### config.mk
export PLATFORM = sky130hd
export DESIGN_NAME = bcd_uart_tx
export DESIGN_NICKNAME = d
export VERILOG_FILES = /design/src/rtl/bcd_uart_tx.sv
export SDC_FILE = /design/constraint.sdc
export NUM_CORES = 1
export LEC_CHECK = 0
export BUFFER_PORTS_ARGS = -buffer_cell sky130_fd_sc_hd__buf_4
export CAP_MARGIN = 15
export CORE_UTILIZATION = 54
export CTS_CLUSTER_DIAMETER = 200
export DETAILED_ROUTE_END_ITERATION = 10
export GPL_TIMING_DRIVEN = 0
export PLACE_DENSITY = 0.85
export SLEW_MARGIN = 20
export SYNTH_ARGS = -nofsm -noshare
export SYNTH_HDL_FRONTEND = slang
export SYNTH_SLANG_ARGS = --single-unit
### constraint.sdc
create_clock -name iClk -period 1.85 [get_ports iClk]
set_clock_uncertainty 0.05 [all_clocks]
set_input_delay 0.37 -clock iClk [delete_from_list [all_inputs] [get_ports iClk]]
set_output_delay 0.37 -clock iClk [all_outputs]
set_load 0.01 [all_outputs]
### src/rtl/bcd_uart_tx.sv
// Serial report stage: snapshots three BCD digits on a send request and
// transmits "<h><t><u>\r\n" as five UART 8N1 frames on oTx.
module bcd_uart_tx #(
   parameter int unsigned CLKS_PER_BIT = 5208
) (
   input  logic       iClk,
   input  logic       iRst_n,
   input  logic [3:0] iDigit1,
   input  logic [3:0] iDigit2,
   input  logic [3:0] iDigit3,
   input  logic       iSend,
   output logic       oTx,
   output logic       oBusy,
   output logic       oDone
);

   localparam int unsigned DIV_W    = $clog2(CLKS_PER_BIT);
   localparam logic [DIV_W-1:0] DIV_LAST = DIV_W'(CLKS_PER_BIT - 1);
   localparam logic [2:0]  LAST_IDX = 3'd4;
   localparam logic [2:0]  LAST_BIT = 3'd7;
   localparam logic [7:0]  ASCII_CR = 8'h0D;
   localparam logic [7:0]  ASCII_LF = 8'h0A;
   localparam logic [7:0]  ASCII_Q  = 8'h3F;
   localparam logic [7:0]  ASCII_0  = 8'h30;

   typedef enum logic [1:0] {
      S_IDLE,
      S_START,
      S_DATA,
      S_STOP
   } state_t;

   // Out-of-range digits are reported as '?'; the add is done at 8 bits.
   function automatic logic [7:0] to_ascii(input logic [3:0] d);
      logic [7:0] r;
      if (d > 4'd9) r = ASCII_Q;
      else          r = ASCII_0 + 8'(d);
      return r;
   endfunction

   function automatic logic [7:0] msg_byte(input logic [2:0] idx,
                                           input logic [3:0] d3,
                                           input logic [3:0] d2,
                                           input logic [3:0] d1);
      logic [7:0] r;
      case (idx)
         3'd0:    r = to_ascii(d3);
         3'd1:    r = to_ascii(d2);
         3'd2:    r = to_ascii(d1);
         3'd3:    r = ASCII_CR;
         default: r = ASCII_LF;
      endcase
      return r;
   endfunction

   state_t            state_q;
   logic [DIV_W-1:0]  div_q;
   logic [2:0]        bit_q;
   logic [2:0]        idx_q;
   logic [7:0]        shift_q;
   logic [3:0]        dig1_q;
   logic [3:0]        dig2_q;
   logic [3:0]        dig3_q;
   logic              tx_q;
   logic              busy_q;
   logic              done_q;

   logic              bit_end;
   logic [7:0]        first_byte;
   logic [7:0]        next_byte;

   // Byte 0 comes straight from the inputs; later bytes from the snapshot.
   always_comb begin
      bit_end    = (div_q == DIV_LAST);
      first_byte = msg_byte(3'd0, iDigit3, iDigit2, iDigit1);
      next_byte  = msg_byte(idx_q + 3'd1, dig3_q, dig2_q, dig1_q);
   end

   always_ff @(posedge iClk or negedge iRst_n) begin
      if (!iRst_n) begin
         state_q <= S_IDLE;
         div_q   <= '0;
         bit_q   <= '0;
         idx_q   <= '0;
         shift_q <= '0;
         dig1_q  <= '0;
         dig2_q  <= '0;
         dig3_q  <= '0;
         tx_q    <= 1'b1;
         busy_q  <= 1'b0;
         done_q  <= 1'b0;
      end else begin
         done_q <= 1'b0;
         case (state_q)
            S_IDLE: begin
               tx_q   <= 1'b1;
               busy_q <= 1'b0;
               div_q  <= '0;
               bit_q  <= '0;
               if (iSend) begin
                  dig1_q  <= iDigit1;
                  dig2_q  <= iDigit2;
                  dig3_q  <= iDigit3;
                  idx_q   <= '0;
                  shift_q <= first_byte;
                  tx_q    <= 1'b0;
                  busy_q  <= 1'b1;
                  state_q <= S_START;
               end
            end

            S_START: begin
               if (bit_end) begin
                  div_q   <= '0;
                  bit_q   <= '0;
                  tx_q    <= shift_q[0];
                  state_q <= S_DATA;
               end else begin
                  div_q <= div_q + 1'b1;
               end
            end

            // LSB-first: the line always shows shift_q[0]; shift on each boundary.
            S_DATA: begin
               if (bit_end) begin
                  div_q <= '0;
                  if (bit_q == LAST_BIT) begin
                     tx_q    <= 1'b1;
                     state_q <= S_STOP;
                  end else begin
                     bit_q   <= bit_q + 3'd1;
                     shift_q <= {1'b0, shift_q[7:1]};
                     tx_q    <= shift_q[1];
                  end
               end else begin
                  div_q <= div_q + 1'b1;
               end
            end

            S_STOP: begin
               if (bit_end) begin
                  div_q <= '0;
                  if (idx_q == LAST_IDX) begin
                     tx_q    <= 1'b1;
                     busy_q  <= 1'b0;
                     done_q  <= 1'b1;
                     state_q <= S_IDLE;
                  end else begin
                     idx_q   <= idx_q + 3'd1;
                     shift_q <= next_byte;
                     tx_q    <= 1'b0;
                     state_q <= S_START;
                  end
               end else begin
                  div_q <= div_q + 1'b1;
               end
            end

            default: begin
               tx_q    <= 1'b1;
               busy_q  <= 1'b0;
               state_q <= S_IDLE;
            end
         endcase
      end
   end

   assign oTx   = tx_q;
   assign oBusy = busy_q;
   assign oDone = done_q;

endmodule

==> results.toml, run 1 <==
[logic_synthesis]
async_reset_ff_share_pct = 100
yosysWarnings = 0
synthAdderAreaFrac_pct = 7.76
synth-seq-cells = 42
synthXorXnorAreaFrac_pct = 2.90
avgSynthCellArea_sq_um = 10.3
synthesis.nets = 265
synth_edf_count = 0
ys.flop_type = "dfrtp_1"
synthCells = 235
synth_top_family_by_area = "compound AO/OA/AOI/OAI gates"
yosysUniqueCellTypes = 50
synth-compound-area-share_pct = 18.3
ys_seq_area_share_pct = 43.5
synthSimpleGateAreaFrac_pct = 17.5
netlist_area_sq_mm = 0.00242
synthMuxAreaShare_pct = 7.40

[global_route]
antenna_found_initial = 0
grt_max_degree = 43
first_global_vias = 1895
grt_first_pass_wirelength_microns = 8820
grt_usage_pct = 25.8
grt_overflow_total = 0

[hold_path]
hold_path_class = "in2async"

[worst_setup_path]
critPathMaxFanout = 4
endpoint_kind = "flop"
crit_type = "reg2reg"
crit_slowest_cell = "dfrtp_2"
crit_chain = "nor4b_4 -> buf_6 -> buf_4 -> a41o_2 -> nand2_2 -> o32a_2"
worst_ep_required_time_ns = 1.98
startpoint_type = "flop"
r2r_slack_ns = -0.06
critPathMaxStageDelay_ns = 0.43
cp.arrival_ns = 2.04

[sta]
finalSetupViolations = 4
drv_slew = 0
setup_ws_ns = -0.0571
relSlewSlack_pct = 64.8
timing_hold_violations_final = 9
fin_setup_tns_ns = -0.163
fmax_mhz = 524
worst_pin_slew_ns = 0.528
whs_ns = -0.00212
fin_crit_ns = 1.91
fin_crit_sh_pct = 103
rsz0062_at_grt = "true"

[run]
cap_violations = 0

[layout]
fill_cells = 205
layout_commonest_cell = "buf_4"
drive_gt1_share_pct = 42.5
insertedDiodeCount = 0
design_area_sq_mm = 0.00330
fin_nets = 316
final_cell_mix = "buf_4, dfrtp_1, nor2_1"
syn_to_final_growth_pct = 36.3

[place]
place_area_sq_mm = 0.00262
port_buffers = 17
place.gp.congestion = 0.796
dp_hpwl_microns = 3540
dpl_worst_slack_ns = -0.315

[floorplanning]
ios = 18
design.die.area_sq_mm = 0.00475
initial_core_util_pct = 58.4
rows = 23
die_h_microns = 68.9
fp.coreArea_sq_mm = 0.00414
die_w_microns = 68.9

[clocking]
cts.reportedPaths.clkPinSlew_ns = 0.08
cts_root_buf = "clkbuf_8"
clk_latency_ns = 0.30
cts.path.max_buffers = 2
h-tree-depth = 2
cts_tree = "built"
cts_hold_buf = 0
cts_buffers = 5
numClockSinks = 42

[power]
peakVddDrop_mv = 0.406
power_density_mw_per_mm2 = 512
p_leak_nw = 1.39
power_mw = 1.69

[drt]
firstDrtPassIters = 5
drtIter0Drc = 248
route.detailed.drc = 0
wl_per_cell_microns = 21.1
vias_per_cell = 6.63
ant_nets = 0
dr_total_vias = 2234
drt_wl_total_microns = 7110

[status]
violations = "negative hold slack, negative setup slack"
outcome = "finished with violations"
==> state kept, by name (all words and copies together), names as in the netlist, 2 cells and up <==
| name | flops |
|---|---|
| bit_q | 3 |
| dig1_q | 4 |
| dig2_q | 4 |
| dig3_q | 4 |
| div_q | 13 |
| idx_q | 3 |
| shift_q | 6 |
| state_q | 2 |
==> power breakdown <==
group	total [mW]	switching (mW)	internal (mW)	leakage, nW
combinational	0.0496	0.0285	0.0210	0.816
sequential	0.917	0	0.917	0.519
clock	0.720	0.316	0.404	0.0524
==> final timing paths <==
path | startpoint | to | depth (start not counted)
hold / removal | iRst_n | dig2_q[1] | 1
max in group asynchronous | iRst_n | state_q[0] | 1
hold reg to reg | shift_q[0] | shift_q[0] | 1
setup reg to reg | div_q[8] | shift_q[0] | 6
setup / recovery | div_q[8] | shift_q[0] | 6
min in group iClk | iDigit1[2] | dig1_q[2] | 2
==> metal layers <==
metal  global-route usage (%)  vias up  share of wire (%)
met4                     7.40        0                3.9
li1                         -      973                  -
met3                     5.92       34                8.7
met5                        0        -                  0
met1                     32.2     1090                 37
met2                     44.4      137                 50
==> critical path: cells and delay by family, from the launching register on <==
kind	cells	cell delay, ns
compound gates	2	0.62
flops	1	0.43
simple gates	2	0.36
buf+inv	2	0.31
==> per-stage QoR <==
stage	std cells	hold slack [ns]	utilization, %
after CTS	326	0.0211	71.6
after global placement	302	0.335	63.2
final	337	-0.00212	79.6
after floorplan	235	0.0244	-
after detailed placement	302	0.336	63.2
after global routing	337	0.0320	79.6
==> synthesized netlist by cell type, types with 5 or more instances <==
cell | count | area (sq um)
o31ai_1 | 6 | 45.0
dfrtp_1 | 41 | 1030
a21oi_1 | 13 | 65.1
mux2_2 | 14 | 158
nor2_1 | 17 | 63.8
inv_1 | 11 | 41.3
nand3_1 | 7 | 35.0
nand2b_1 | 5 | 31.3
nand4_1 | 5 | 31.3
nor3b_1 | 5 | 37.5
nor3_1 | 5 | 25.0
nand2_1 | 12 | 45.0
o21ai_0 | 15 | 75.1
xor2_1 | 5 | 43.8
or3_1 | 5 | 31.3
ha_1 | 15 | 188
o21a_1 | 6 | 45.0
==> logic make-up after synthesis <==
logic type      count (synthesis)
simple gates                   75
compound gates                 62
xor+xnor                        8
flops                          42
mux                            16
fa+ha+maj                      15
buf+inv                        17
==> repair_timing <==
action / in CTS / in global routing
gates resized for setup: 33 / 48
pin swaps: 11 / 6
gates cloned: 0 / 1
setup buffers: 16 / 10
endpoints found under the setup margin: 32 / 33
==> cell type report <==
type | instances | area, sq um | share of cell area (%)
repair buffers | 43 | 330 | 10.0
plain buffers | 6 | 48.8 | 1.48
clock inverters | 1 | 30.0 | 0.911
inverters | 11 | 43.8 | 1.33
well taps | 50 | 62.6 | 1.90
multi-input cells | 177 | 1650 | 49.9
clock buffers | 7 | 76.3 | 2.31
flip-flops and latches | 42 | 1060 | 32.1
No activity file was read; power rests on OpenSTA's default activity.
==> run 2, diff against run 1 <==
Settings changed: CELL_PAD_IN_SITES_DETAIL_PLACEMENT set to 0, CELL_PAD_IN_SITES_GLOBAL_PLACEMENT set to 1, CORE_UTILIZATION 54 to 43.
==> run 2 against run 1 <==
- worst hold slack better by 0.014 ns
- fmax up 0.51%
- clock-buffer cell count did not move
- die area is 25% higher
- the flow finishes with violations (negative setup slack)
- setup slack gained 0.0097 ns
- critical path depth stayed put
- non-clock buffer count fell by 11
- register-to-register slack barely moved
- first-iteration DRC count shrank 60%
- cell area down 5.0%
==> results.toml, run 2 (synthesized netlist as in run 1, its figures left out) <==
[status]
outcome = "finished with violations"
violations = "negative setup slack"

[power]
p_leak_nw = 1.34
peakVddDrop_mv = 0.303
power_density_mw_per_mm2 = 507

[floorplanning]
design.die.area_sq_mm = 0.00593
die_w_microns = 77.0
fp.coreArea_sq_mm = 0.00527
rows = 26
initial_core_util_pct = 45.9
die_h_microns = 77.0
ios = 18

[layout]
final_cell_mix = "dfrtp_1, buf_4, nor2_1"
largest_reg_flops = 13
drive_gt1_share_pct = 38.0
design_area_sq_mm = 0.00313
regMostFlops = "div_q"
insertedDiodeCount = 0
layout_commonest_cell = "dfrtp_1"
final_cells = 346
fin_nets = 305
syn_to_final_growth_pct = 29.4
largestRegisters = "div_q (13), shift_q (6)"

[place]
numPlacedInstances = 322
dp_hpwl_microns = 3490
place_area_sq_mm = 0.00264
place.gp.congestion = 0.763
port_buffers = 17

[sta]
timing_hold_violations_final = 0
fin_crit_ns = 1.90
drv_slew = 0
fmax_mhz = 527
relSlewSlack_pct = 63.5
rsz0062_at_grt = "true"
setup_ws_ns = -0.0474
fin_crit_sh_pct = 103
finalSetupViolations = 2
worst_pin_slew_ns = 0.548

[clocking]
numClockSinks = 42
cts_buffers = 5
cts_root_buf = "clkbuf_8"
cts.path.max_buffers = 2
h-tree-depth = 2
cts_hold_buf = 0
cts_tree = "built"
cts.reportedPaths.clkPinSlew_ns = 0.08
clk_latency_ns = 0.29

[drt]
dr_total_vias = 1977
firstDrtPassIters = 4
route.detailed.drc = 0
drt_wl_total_microns = 5370
drtIter0Drc = 99
ant_nets = 0
wl_per_cell_microns = 15.5
vias_per_cell = 5.71

[global_route]
grt_overflow_total = 0
grt_first_pass_wirelength_microns = 8750
antenna_found_initial = 0
grt_usage_pct = 18.8
first_global_vias = 1830
grt_max_degree = 43

[worst_setup_path]
crit_type = "reg2reg"
worst_ep_required_time_ns = 1.98
r2r_slack_ns = -0.05
endpoint_kind = "flop"
critPathMaxFanout = 6
startpoint_type = "flop"
reg2reg_depth = 6
cp.arrival_ns = 2.03

[hold_path]
hold_path_class = "in2async"

[run]
cap_violations = 0
==> run 2: final timing paths <==
| check | start | endpoint |
|---|---|---|
| setup / recovery | idx_q[1] | shift_q[5] |
| hold reg to reg | shift_q[5] | shift_q[5] |
| min in group iClk | iDigit1[1] | dig1_q[1] |
| hold / removal | iRst_n | div_q[11] |
| setup reg to reg | idx_q[1] | shift_q[5] |
| max in group asynchronous | iRst_n | state_q[0] |
==> run 2: routing by layer <==
layer  vias up  routed length [microns]  global-route usage [%]
li1        952                        -                       -
met2        31                     2460                    28.4
met4         0                       54                    5.47
met1       989                     2730                    27.1
met3         5                      119                    3.81
met5         -                        0                       0
==> run 2: worst max-delay path, stage by stage (launching register included) <==
cell and delay, ns:
dfrtp_1 0.43, inv_2 0.10, ha_4 0.20, nor3_2 0.32, nor3_1 0.14, or2_2 0.29
mux2_4 0.26
==> run 2: stage by stage <==
step | hold WS, ns | setup TNS (ns) | setup WS, ns | power [mW] | utilization, %
floorplan | 0.0244 | -0.116 | -0.0536 | 0.939 | -
global placement | 0.343 | -5.40 | -0.286 | 0.984 | 50.1
detailed placement | 0.355 | -6.00 | -0.326 | 0.985 | 50.1
CTS | 0.0383 | -0.0489 | -0.0259 | 1.60 | 55.7
global route | 0.0553 | -0.469 | -0.105 | 1.65 | 59.4
finish | 0.0118 | -0.0494 | -0.0474 | 1.59 | 59.4
==> run 2: area by class of cell <==
cell class / count / area, sq um
timing repair buffer: 32 / 251
buffer: 6 / 47.5
fill: 446 / 2140
clock buffer: 7 / 86.3
inverter: 11 / 41.3
sequential: 42 / 1060
clock inverter: 1 / 5.00
tap: 70 / 87.6
multi-input combinational: 177 / 1550
==> run 2: power by group <==
group | switching, mW | leakage [nW] | internal [mW]
sequential | 0 | 0.520 | 0.917
clock | 0.320 | 0.0482 | 0.302
combinational | 0.0270 | 0.771 | 0.0209
total | 0.347 | 1.34 | 1.24
==> run 2: repair_timing <==
item,CTS,global route
setup buffers,12,3
pin swaps,10,4
cloned,0,1
setup endpoints to repair,32,35
gates resized for setup,28,37
==> run 3, diff against run 2 <==
Settings changed: PLACE_DENSITY 0.85 to unset, PLACE_DENSITY_LB_ADDON set to 0.3.
==> run 3 against run 2 <==
- the run still ends with negative setup slack left
- non-clock buffer count rose by 11
- register-to-register slack got worse by 0.02 ns
- clock power fell by 1%
- clock-buffer cell count did not move
- critical path depth did not move
- sequential cell count did not move
- cell area rose by 3.2%
- power fell by 0.46%
- routed wire length rose by 3.9%
- setup slack got worse by 0.018 ns
==> results.toml, run 3 (synthesized netlist as in run 1, its figures left out) <==
[status]
outcome = "finished with violations"
violations = "negative setup slack"

[floorplanning]
rows = 26
design.die.area_sq_mm = 0.00593
initial_core_util_pct = 45.9
die_h_microns = 77.0
ios = 18
fp.coreArea_sq_mm = 0.00527
die_w_microns = 77.0

[layout]
drive_gt1_share_pct = 39.0
largestRegisters = "div_q (13), shift_q (6)"
syn_to_final_growth_pct = 33.6
final_cell_mix = "buf_4, dfrtp_1, nor2_1"
fill_cells = 428
fin_nets = 316
design_area_sq_mm = 0.00323
layout_commonest_cell = "buf_4"
insertedDiodeCount = 0
largest_reg_flops = 13
multiInputGateArea_sq_mm = 0.00157
regMostFlops = "div_q"
final-seq-area_sq_mm = 0.00106

[power]
power_density_mw_per_mm2 = 489
p_sw_share_pct = 21.5
p_clk_share_pct = 38.9
p_leak_nw = 1.38
power_mw = 1.58
p_seq_share_pct = 58.1
power.internal_mw = 1.24
p_comb_share_pct = 3.0
peakVddDrop_mv = 0.299
p_sw_mw = 0.340

[place]
place_area_sq_mm = 0.00264
dp_hpwl_microns = 3430
place.gp.congestion = 0.783
port_buffers = 17
dpl_worst_slack_ns = -0.341

[sta]
finalSetupViolations = 4
worst_pin_slew_ns = 0.534
setup_ws_ns = -0.0654
whs_ns = 0.00254
rsz0062_at_grt = "true"
fin_crit_ns = 1.92
drv_slew = 0
fin_crit_sh_pct = 104
relSlewSlack_pct = 64.4
timing_hold_violations_final = 0
fmax_mhz = 522

[drt]
vias_per_cell = 5.52
drt_wl_total_microns = 5580
drtIter0Drc = 115
route.detailed.drc = 0
ant_nets = 0
firstDrtPassIters = 4
wl_per_cell_microns = 15.6
dr_total_vias = 1969

[clocking]
numClockSinks = 42
cts.path.max_buffers = 2
cts_root_buf = "clkbuf_8"
cts.reportedPaths.clkPinSlew_ns = 0.08
cts_buffers = 5
h-tree-depth = 2
cts_tree = "built"
clk_latency_ns = 0.29
cts_hold_buf = 0

[global_route]
grt_first_pass_wirelength_microns = 8820
grt_overflow_total = 0
first_global_vias = 1766
grt_max_degree = 43
antenna_found_initial = 0
grt_usage_pct = 19.0

[worst_setup_path]
crit_type = "reg2reg"
r2r-end = "shift_q[3]"
endpoint_kind = "flop"
worst_ep_required_time_ns = 1.98
cp.arrival_ns = 2.05
crit_path_end = "shift_q[3]"
reg2reg_depth = 6
r2r_start = "idx_q[1]"
startpoint_type = "flop"
critPathMaxFanout = 5
r2r_slack_ns = -0.07
critPathLaunch = "idx_q[1]"

[hold_path]
hold_path_class = "in2async"

[run]
cap_violations = 0
[run 3: stage by stage]
step	util [%]	instances	TNS [ns]
after detailed placement	50.1	322	-6.16
after floorplan	-	235	-0.116
final	61.3	357	-0.232
after global placement	50.1	322	-6.63
after global routing	61.3	357	-0.622
after CTS	56.1	341	-0.200
[run 3: worst max-delay path, cell delays in order, from the launching register on]
cell,delay (ns)
dfrtp_1,0.41
buf_4,0.16
ha_4,0.17
a221o_1,0.39
a2111oi_4,0.24
o21ai_1,0.11
mux2_4,0.26
[run 3: how the worst min path moves through the flow]
stage / startpoint / endpoint / slack [ns] / depth (start not counted)
finish: iRst_n / div_q[6] / 0.003 / 1
global route: iRst_n / div_q[5] / 0.05 / 1
CTS: iRst_n / div_q[11] / 0.03 / 1
detailed placement: iRst_n / div_q[7] / 0.34 / 1
global placement: iRst_n / div_q[7] / 0.34 / 1
floorplan: iRst_n / bit_q[0] / 0.02 / 0
[run 3: timing repair]
| item | 4_1_cts | 5_1_grt |
|---|---|---|
| gates resized for setup | 34 | 33 |
| setup buffers | 11 | 16 |
| cloned | 0 | 1 |
| pin swaps | 8 | 16 |
| setup endpoints to repair | 33 | 32 |
[run 3: layout make-up]
type / count / share of cell area [%]
multi-input combinational: 177 / 48.6
sequential: 42 / 32.7
timing repair buffer: 43 / 10.3
tap: 70 / 2.71
clock buffer: 7 / 2.67
buffer: 6 / 1.47
inverter: 11 / 1.28
clock inverter: 1 / 0.155
[run 3: layer usage]
layer | part of all wire, % | GRT usage [%] | up-vias
met5 | 0 | 0 | -
met3 | 2.8 | 3.57 | 5
met4 | 0.86 | 5.66 | 0
met1 | 49 | 27.1 | 971
li1 | - | - | 967
met2 | 48 | 29.2 | 26
[run 3: power by group through the flow]
stage / Combinational (mW) / Sequential [mW] / Clock, mW
after floorplan: 0.00354 / 0.936 / 0
after global placement: 0.0491 / 0.935 / 0
after detailed placement: 0.0495 / 0.935 / 0
after CTS: 0.0499 / 0.917 / 0.636
after global routing: 0.0547 / 0.917 / 0.673
final: 0.0475 / 0.917 / 0.615
